[src/rtl/booth_arbiter.sv]
// rtl/booth_arbiter.sv - round-robin arbiter sharing one multiplier between two requesters
// Owner and operands are held from GRANT until the operation ends in DONE or ABORT.
module booth_arbiter #(
    parameter int TIMEOUT = 40,
    parameter int GUARD   = 2
) (
    input  logic        clk,
    input  logic        rst_b,
    input  logic        req0,
    input  logic        req1,
    input  logic [7:0]  a0,
    input  logic [7:0]  b0,
    input  logic [7:0]  a1,
    input  logic [7:0]  b1,
    output logic        done0,
    output logic        done1,
    output logic        err0,
    output logic        err1,
    output logic [15:0] res0,
    output logic [15:0] res1,
    output logic        busy,
    output logic        mul_bgn,
    output logic [7:0]  mul_a,
    output logic [7:0]  mul_b,
    input  logic        mul_stop,
    input  logic [15:0] mul_obus
);

    localparam int CW = $clog2(TIMEOUT + 1);

    typedef enum logic [2:0] {
        IDLE,
        GRANT,
        START,
        WAIT,
        DONE,
        ABORT
    } state_t;

    state_t        state, state_nx;
    logic          owner, owner_nx;
    logic          last, last_nx;
    logic [CW-1:0] cnt, cnt_nx;
    logic [7:0]    opa, opb;
    logic [7:0]    sel_a, sel_b;

    assign sel_a = owner ? a1 : a0;
    assign sel_b = owner ? b1 : b0;

    always_comb begin
        state_nx = state;
        owner_nx = owner;
        last_nx  = last;
        cnt_nx   = cnt;
        case (state)
            IDLE: begin
                cnt_nx = '0;
                // last holds the previously served requester; ties go to the other one
                if (req0 && req1) begin
                    owner_nx = ~last;
                    state_nx = GRANT;
                end else if (req0) begin
                    owner_nx = 1'b0;
                    state_nx = GRANT;
                end else if (req1) begin
                    owner_nx = 1'b1;
                    state_nx = GRANT;
                end
            end
            GRANT: state_nx = START;
            START: state_nx = WAIT;
            WAIT: begin
                cnt_nx = cnt + 1'b1;
                if (mul_stop && (cnt >= CW'(GUARD))) begin
                    state_nx = DONE;
                end else if (cnt == CW'(TIMEOUT - 1)) begin
                    state_nx = ABORT;
                end
            end
            DONE, ABORT: begin
                last_nx  = owner;
                state_nx = IDLE;
            end
            default: state_nx = IDLE;
        endcase
    end

    always_ff @(posedge clk or posedge rst_b) begin
        if (rst_b) begin
            state <= IDLE;
            owner <= 1'b0;
            last  <= 1'b1;
            cnt   <= '0;
            opa   <= '0;
            opb   <= '0;
            res0  <= '0;
            res1  <= '0;
        end else begin
            state <= state_nx;
            owner <= owner_nx;
            last  <= last_nx;
            cnt   <= cnt_nx;
            if (state == GRANT) begin
                opa <= sel_a;
                opb <= sel_b;
            end
            if (state == WAIT && state_nx == DONE) begin
                if (owner) res1 <= mul_obus;
                else       res0 <= mul_obus;
            end
        end
    end

    // GRANT drives the operands being latched so the bus never changes across GRANT..WAIT
    assign mul_a   = (state == IDLE) ? 8'd0 : (state == GRANT) ? sel_a : opa;
    assign mul_b   = (state == IDLE) ? 8'd0 : (state == GRANT) ? sel_b : opb;
    assign busy    = (state != IDLE);
    assign mul_bgn = (state == START);
    assign done0   = (state == DONE)  && !owner;
    assign done1   = (state == DONE)  &&  owner;
    assign err0    = (state == ABORT) && !owner;
    assign err1    = (state == ABORT) &&  owner;

endmodule

[config.mk]
export PLATFORM = sky130hd
export DESIGN_NAME = booth_arbiter
export DESIGN_NICKNAME = d
export VERILOG_FILES = /design/src/rtl/booth_arbiter.sv
export SDC_FILE = /design/constraint.sdc
export NUM_CORES = 1
export LEC_CHECK = 0
export CELL_PAD_IN_SITES_DETAIL_PLACEMENT = 1
export CELL_PAD_IN_SITES_GLOBAL_PLACEMENT = 2
export CORE_MARGIN = 4
export CORE_UTILIZATION = 27
export DETAILED_ROUTE_END_ITERATION = 6
export PLACE_DENSITY_LB_ADDON = 0.3
export RECOVER_POWER = 50
export SYNTH_ARGS = -nofsm -noshare
export SYNTH_HDL_FRONTEND = slang
export SYNTH_SLANG_ARGS = --single-unit
export TNS_END_PERCENT = 30
[constraint.sdc]
create_clock -name clk -period 2.4 [get_ports clk]
set_input_delay 0.24 -clock clk [delete_from_list [all_inputs] [get_ports clk]]
set_output_delay 0.24 -clock clk [all_outputs]
set_load 0.02 [all_outputs]
; ---- Yosys cells after proc, flatten, opt, wreduce, memory -nomap -nowiden
; Cells that the tools add are included.
[classes]
n_eq_ne = 7
muxes = 16
reduce_logical = 16
bitwise = 2
n_lt_le_gt_ge = 1
addsub = 1
[ops]
columns = cell, n
row1 = $mux W8, 6
row2 = $mux W3, 5
row3 = $pmux W3 S4, 1
row4 = $pmux W6 S2, 1
row5 = $eq A3 B3 Y1 const B, 3
row6 = $logic_and A1 B1 Y1, 7
row7 = $add A6 B1 Y6 const B, 1
row8 = $eq A3 B2 Y1 const B, 2
row9 = $eq A6 B6 Y1 const B, 1
row10 = $ge A6 B2 Y1 const B, 1
row11 = $reduce_and A2 Y1, 3
row12 = $reduce_bool A3 Y1, 2
row13 = $eq A3 B1 Y1 const B, 1
row14 = $logic_not A3 Y1, 1
row15 = $mux W1, 3
row16 = $not A1 Y1, 2
row17 = $reduce_bool A2 Y1, 1
row18 = $reduce_or A2 Y1, 1
row19 = $logic_not A1 Y1, 1
[word_totals]
in_bits = 53
output_inout_bits = 54
elab_cells = 51
register_bits = 59

; ---- Depth between registers and ports, before layout
[logic_depth]
ltp_word = 7
ltp_mapped = 7
depth_no_buf = 5

; ---- Worst setup path before layout
; No wires, ideal clock.
[synth_path]
path_type = register to register
startpoint = register cnt[0]
endpoint = register res0[0]
setup_time_ps = 125
synth_period_minus_slack_ps = 2093
setup_slack_ps = 307
path_stages_with_launch = 8
t_required_ps = 2275
arrival_ps = 1968
n_path_buf = 2
path_cell_list = dfrtp_1 > inv_1 > ha_1 > or4_1 > buf_2 > o2111ai_4 > buf_12 > mux2_4
[synth_via]
elab_chain_len = 7
elab_cells_between_ends = 9
cone_classes = 1 x order compare / 2 x eq/ne / 3 x mux / 3 x reduce/logical
[synth_rtl]
columns = element, line
row1 = from (decl), 43  ; logic [CW-1:0] cnt, cnt_nx;
row2 = from (signal assigned), 102  ; cnt <= cnt_nx;
row3 = $ge A6 B2 Y1 / $eq A6 B6 Y1 (equally long branches), "74, 76"
row4 = $logic_and A1 B1 Y1 / $mux W3 (equally long branches), "74, 76"
row5 = $mux W3 (*), 74  ; if (mul_stop && (cnt >= CW'(GUARD))) begin
row6 = $pmux W3 S4 (*), 55  ; case (state)
row7 = $eq A3 B3 Y1 (*), 107  ; if (state == WAIT && state_nx == DONE) begin
row8 = $logic_and A1 B1 Y1 (*), 107
row9 = $reduce_and A2 Y1 (no line) (*), --
row10 = to (signal assigned), 109  ; else res0 <= mul_obus;
row11 = to (decl), 19  ; output logic [15:0] res0,
; Every way passes the cells marked *; elsewhere a longest branch is shown, timed or not.
; A chain may end at the register's enable or synchronous reset.

; ---- Final worst setup path
[layout_path]
startpoint = register state[1]
endpoint = output busy
[layout_via]
elab_chain_len = 1
[layout_rtl]
columns = element, line
row1 = from (decl), 40  ; state_t state, state_nx;
row2 = from (signal assigned), 99  ; state <= state_nx;
row3 = $reduce_bool A3 Y1, 117  ; assign busy = (state != IDLE);
row4 = to (decl), 21  ; output logic busy,
; Every way passes these cells.

==> results.ini <==
[synth]
syn_avg_cell_area_um2 = 12.3
synth-edff-count = 0
synthArstFlopShare_pct = 100
ys.warnings.count = 0
synth_top_area_share_pct = 51.5
yosysSeqAreaShare_pct = 52.4
syn-instance-count = 229
yosys-top-cells-area = dfrtp_1 51%, mux2_4 11%, mux2i_1 6.4%, mux2_2 5.2%, a211oi_1 4.3%
synth_flop_cell = dfrtp_1
yosysTopAreaCell = dfrtp_1
synth_fp_nets = 284
ys_types = 33
synth-seq-cells = 59
netlist_area_mm2 = 0.00282

[setup_path]
end_kind = primary output
crit_start = state[1]
cp_max_fo = 12
cpPeakStageDelay_ps = 590
cp.required_ps = 2160
crit_arrival_ps = 2020
critical-path-slowest-cell = clkdlybuf4s50_1
reg2reg_from = cnt[0]
critPathLaunchType = flop
crit_chain = buf_4 -> nor3_2 -> inv_1 -> clkdlybuf4s50_1
crit_type = reg2out

[floorplanning]
dieArea_mm2 = 0.0121
die_h_um = 110
ios = 107
rows = 37
initial_core_util_pct = 27.6
core_mm2 = 0.0102
die_w_um = 110

[drt]
avgRoutedWirePerCell_um = 15.5
wirelength_mm = 7.46
route.detailed.drc = 0
route.vias.total = 2211
firstDrtPassIters = 4
antenna_left = 0
via_per_inst = 4.61
drt_iter0_drc = 39

[timing]
whs_ps = 495
period_share_pct = 94.1
max_freq_mhz = 443
fin_tns_setup_ps = 0
slew_violations = 0
rsz0062_at_grt = false
slew_headroom_pct = 3.66
skew_ps = 8.08
min_period_ps = 2260
setup_viol = 0
hold_viol = 0
worst_pin_slew_ps = 1450

[hold_path]
hold_class = reg2reg
hp-start = last

[grt]
grt_pass1_vias = 2373
grtUsageTotal_pct = 13.0
grt_max_degree = 60
antenna_found_initial = 0
grt_pass1_wl_mm = 12.1
overflow = 0

[clock_tree]
cts-buffers-inserted = 9
cts-root-buf = clkbuf_8
htree_levels = 3
clk_pin_slew_ps = 70
postCtsSetupBuffers = 0
cts_tree = yes
cts_sinks = 59
clock_latency_ps = 330
cts_buffer_depth = 2

[flow_run]
drv_cap = 0

[power_and_ir_drop]
leakage_nw = 1.84
p_per_area_mw_per_mm2 = 1430
ir_worst_vdd_mv = 0.442

[place]
place.gp.congestion = 0.749
place_hpwl_mm = 5.49
io_buffers = 106

[final_layout]
antenna_cells = 0
fill_cells = 1110
drive_above_1_share_pct = 19.2
syn_to_final_growth_pct = 52.0
fin_nets = 394

[status]
outcome = finished clean

## cell usage in the layout (no fill, tap or decap), drive strengths merged, types with 2 or more instances in the layout
cell type      synthesis  final
dfrtp                 58     58
clkdlybuf4s50          0     83
o21ai                  5      5
inv                    5      4
clkbuf                10     13
clkinv                 0      3
dlygate4sd3            0      7
nand2                  5      5
o2111ai                2      2
nor3b                  2      2
dlygate4sd2            0     16
mux2i                 18     18
ha                     2      2
nand3                  3      3
mux2                  33     33
a21oi                 20     20
a211oi                16     16
nand4                  2      2
nand2b                 2      2
buf                    7      9
o311ai                 2      2
nor2                  21     21
nor3                   4      4
## metrics by stage
stage               setup slack (ps)  utilization [%]  total power, mW  area (µm²)  std cells
detailed placement               200             40.2             5.41        4110        464
CTS                             99.2             42.0             6.25        4300        480
floorplan                        307                -             3.85        2820        229
global placement                 274             40.2             5.36        4110        464
global route                    31.5             41.9             6.56        4290        480
finish                           142             41.9             6.11        4290        480
## cell families (layout without fill, tap and decap cells)
kind of cell    count (synthesis)  after routing  synth area share [%]
mux                            51             51                  22.2
fa+ha+maj                       2              2                 0.887
simple gates                   45             45                  7.63
buf+inv                        22            137                  4.30
flops                          59             59                  52.4
compound gates                 50             50                  12.6
## registers in the layout, summed over array words and instances (netlist names)
signal,cells
owner,1
cnt,6
res0,16
opb,8
last,1
opa,8
state,3
res1,16
## metal layers
layer  global-route usage, %  part of all wire, %
met4                    4.66                  2.1
met5                       0                    0
met3                    4.83                  5.9
met1                    15.4                   41
met2                    21.5                   51
## power by group
part           leakage, nW  switching, mW  internal [mW]  total (mW)
Sequential           0.694          0.248           1.48        1.73
Clock                0.108          0.395          0.561       0.956
Combinational         1.04           1.78           1.65        3.43
## final timing paths
check,end,slack (ps),cells after the start
max,busy,140,4
min,last,490,2
max reg2reg,res0[14],200,6
min reg2reg,last,490,2
max in group asynchronous,opa[2],690,3
min in group asynchronous,res1[5],850,3
## layout make-up
type	count	area [µm²]	share of cell area, %
timing repair buffer	116	1180	27.4
clock inverter	4	47.5	1.11
clock buffer	12	165	3.85
sequential	59	1480	34.5
inverter	5	18.8	0.438
multi-input combinational	148	1230	28.7
tap	136	170	3.97
## cells in the mapped netlist (4+ instances only)
| cell | number |
|---|---|
| buf_2 | 5 |
| nor2_1 | 21 |
| mux2_4 | 20 |
| inv_1 | 5 |
| clkbuf_1 | 10 |
| nand2_1 | 5 |
| mux2_2 | 13 |
| mux2i_1 | 18 |
| a21oi_1 | 20 |
| nor3_1 | 4 |
| dfrtp_1 | 58 |
| a211oi_1 | 16 |
| o21ai_0 | 5 |
## timing repair
item,in CTS,in global routing
endpoints found under the hold margin,0,0
endpoints found under the setup margin,16,0
hold buffers,0,0
resized for setup,16,0
## worst max-delay path, delay by kind of cell, from the launching register on
family	cells	cell delay (ps)
flops	1	390
simple gates	1	330
buf+inv	3	960
Power figures use the tool's default switching activity.
==> variant: new RTL, same flow settings <==
Compare `cnt` against `CW'(TIMEOUT - 1)` with >= in place of ==.
--- a/src/rtl/booth_arbiter.sv
+++ b/src/rtl/booth_arbiter.sv
@@ -73,7 +73,7 @@
                 cnt_nx = cnt + 1'b1;
                 if (mul_stop && (cnt >= CW'(GUARD))) begin
                     state_nx = DONE;
-                end else if (cnt == CW'(TIMEOUT - 1)) begin
+                end else if (cnt >= CW'(TIMEOUT - 1)) begin
                     state_nx = ABORT;
                 end
             end
Check against the original RTL: same outputs for any inputs over 10 cycles, from zero or initial values and one cycle with rst_b high; that may be too few to reach the edited logic, so the function may still have changed.
==> variant against the original RTL <==
Total power shrank 0.28%; wire length grew 3.9%; setup slack worse by 0.0038 ns; sequential cell count is the same; area after synthesis about the same; highest routed layer unchanged; count of clock-buffer cells in the layout shrank 3; final area fell by 0.41%; clock skew up 0.0034 ns; critical path type unchanged; maximum frequency down 0.17%.
==> variant: results (changes against the original RTL) <==
Global routing
  – Largest net degree at the start of global routing: 49 (was 60)
  – GRT met2 Usage: 21.5% (about the same)
  – First-pass GRT wire length: 12000 µm (was 12100 µm)
  – Met3 Usage GRT: 3.79% (was 4.83%)
  – Number of global-route vias before repair: 2309 (was 2373)
  – Initial antenna violation count: 0 (unchanged)
  – Met1 usage in global routing: 16.3% (was 15.4%)
  – GRT Total Usage: 13.0% (about the same)

Timing
  – Fin worst setup slack: 0.138 ns (was 0.142 ns)
  – Max_slew headroom: 27.8% (was 3.66%)
  – Clock skew: 0.0115 ns (was 0.00808 ns)

Finish
  – Number of fill cells: 1111 (was 1110)
  – Share of post-route cells with drive strength above 1: 18.8% (was 19.2%)
  – Antenna diodes: 0 (unchanged)
  – Storage cell area: 1480 µm² (unchanged)
  – Nets: 396 (was 394)
  – Largest registers: res0 (16), res1 (16) (unchanged)

Min path
  – Hold Path Depth: 1 (was 2)
  – Hold crit path type: register to register (unchanged)

Clock tree
  – Clock transition at path regs: 0.07 ns (about the same)
  – CTS max path bufs: 2 (unchanged)
  – Cts bufs inserted: 9 (unchanged)
  – Htree depth: 3 (unchanged)
  – Root Driver: clkbuf_8 (unchanged)
  – Clk_lat worst skew: 0.34 ns

Detailed routing
  – DRT Pass-1 Iters: 4 (unchanged)
  – DR iter-0 viols: 33 (was 39)
  – DR WL/cell: 16.1 µm (was 15.5 µm)
  – Drt via density: 4.53 (was 4.61)
  – WL met1: 3350 µm (was 3060 µm)
  – Top sig layer: met4 (unchanged)
  – DR WL met2: 3950 µm (was 3810 µm)
  – Met3 Routed Length: 378 µm (was 439 µm)
  – DR vias: 2182 (was 2211)

Worst setup path
  – CP delay by family, top: buffers and inverters (unchanged)
  – Worst Path Arrival: 2.02 ns (about the same)
  – CP max FO: 11 (was 12)
  – Critical-path top delay cell: clkdlybuf4s50_1 (unchanged)
  – CP peak stage delay: 0.64 ns (was 0.59 ns)
  – Cells on worst reg2reg path: 6 (unchanged)

Place
  – Dpl cells: 466 (was 464)
  – PortBufs: 106 (unchanged)
  – HPWL Detailed: 5710 µm (was 5490 µm)
  – Routability cong.: 0.802 (was 0.749)
  – Post-Place Setup Slack: 0.134 ns (was 0.200 ns)

Logic synthesis
  – Most frequent cells after synthesis: 58 x dfrtp_1, 20 x mux2_4, 20 x nor2_1 (was 58 x dfrtp_1, 21 x nor2_1, 20 x a21oi_1, 20 x mux2_4, 18 x mux2i_1)
  – Synth warn: 0 (unchanged)
  – Register area share after synthesis: 52.4% (about the same)
  – Syn nets: 283 (was 284)
  – Post-Synthesis Cells: 228 (was 229)
  – Async SR Flop Fraction: 100% (unchanged)
  – Synth cell types: 36 (was 33)
  – Largest cells by area after synthesis: dfrtp_1 51%, mux2_4 11%, mux2i_1 6.4%, mux2_2 5.2%, a211oi_1 4.3% (unchanged)

Outcome
  – Status: finished clean (unchanged)

Pwr
  – Leak Pwr: 1.85 nW (was 1.84 nW)
  – Peak supply drop: 0.453 mV (was 0.442 mV)
  – Net switching fraction of the power: 41.0% (was 39.6%)
variant: path summary, 6_finish.rpt:
path	from	to
max	state[2]	busy
min	res0[11]	res0[11]
max reg2reg	cnt[0]	res1[12]
min reg2reg	res0[11]	res0[11]
max in group asynchronous	rst_b	cnt[5]
min in group asynchronous	rst_b	res1[2]
variant: cells by family after synthesis:
logic type | Yosys count | synth area share (%)
multiplexers | 51 | 22.2
AND/OR/NAND/NOR | 44 | 7.41
flip-flops | 59 | 52.4
AO/OA/AOI/OAI | 50 | 12.8
adder cells (fa/ha/maj) | 2 | 0.888
buffers and inverters | 22 | 4.26
variant: timing repair:
action | in CTS | in global routing
endpoints found under the hold margin | 0 | 0
setup buffers | 0 | 0
resized for setup | 16 | 0
endpoints found under the setup margin | 16 | 0
variant: power groups by stage:
stage / Sequential (W) / Combinational (W) / Clock, W
final: 0.00173 / 0.00345 / 0.000923
after global routing: 0.00178 / 0.00372 / 0.00101
after CTS: 0.00173 / 0.00354 / 0.000960
after detailed placement: 0.00174 / 0.00369 / 0
after global placement: 0.00173 / 0.00365 / 0
after floorplan: 0.00204 / 0.00180 / 0
variant: per-stage QoR:
stage | util (%) | cell area [µm²] | hold slack, ns
2_1_floorplan | - | 2820 | 0.337
3_3_place_gp | 40.2 | 4120 | 0.485
3_5_place_dp | 40.2 | 4120 | 0.494
4_1_cts | 42.0 | 4300 | 0.306
5_1_grt | 41.7 | 4270 | 0.522
6_report | 41.7 | 4270 | 0.505
variant: cell type report:
type / count / share of cell area, %
Sequential cell: 59 / 34.6
Multi-Input combinational cell: 147 / 28.8
Timing Repair Buffer: 118 / 27.3
Tap cell: 136 / 3.99
Clock buffer: 9 / 2.90
Clock inverter: 7 / 1.79
Inverter: 6 / 0.528
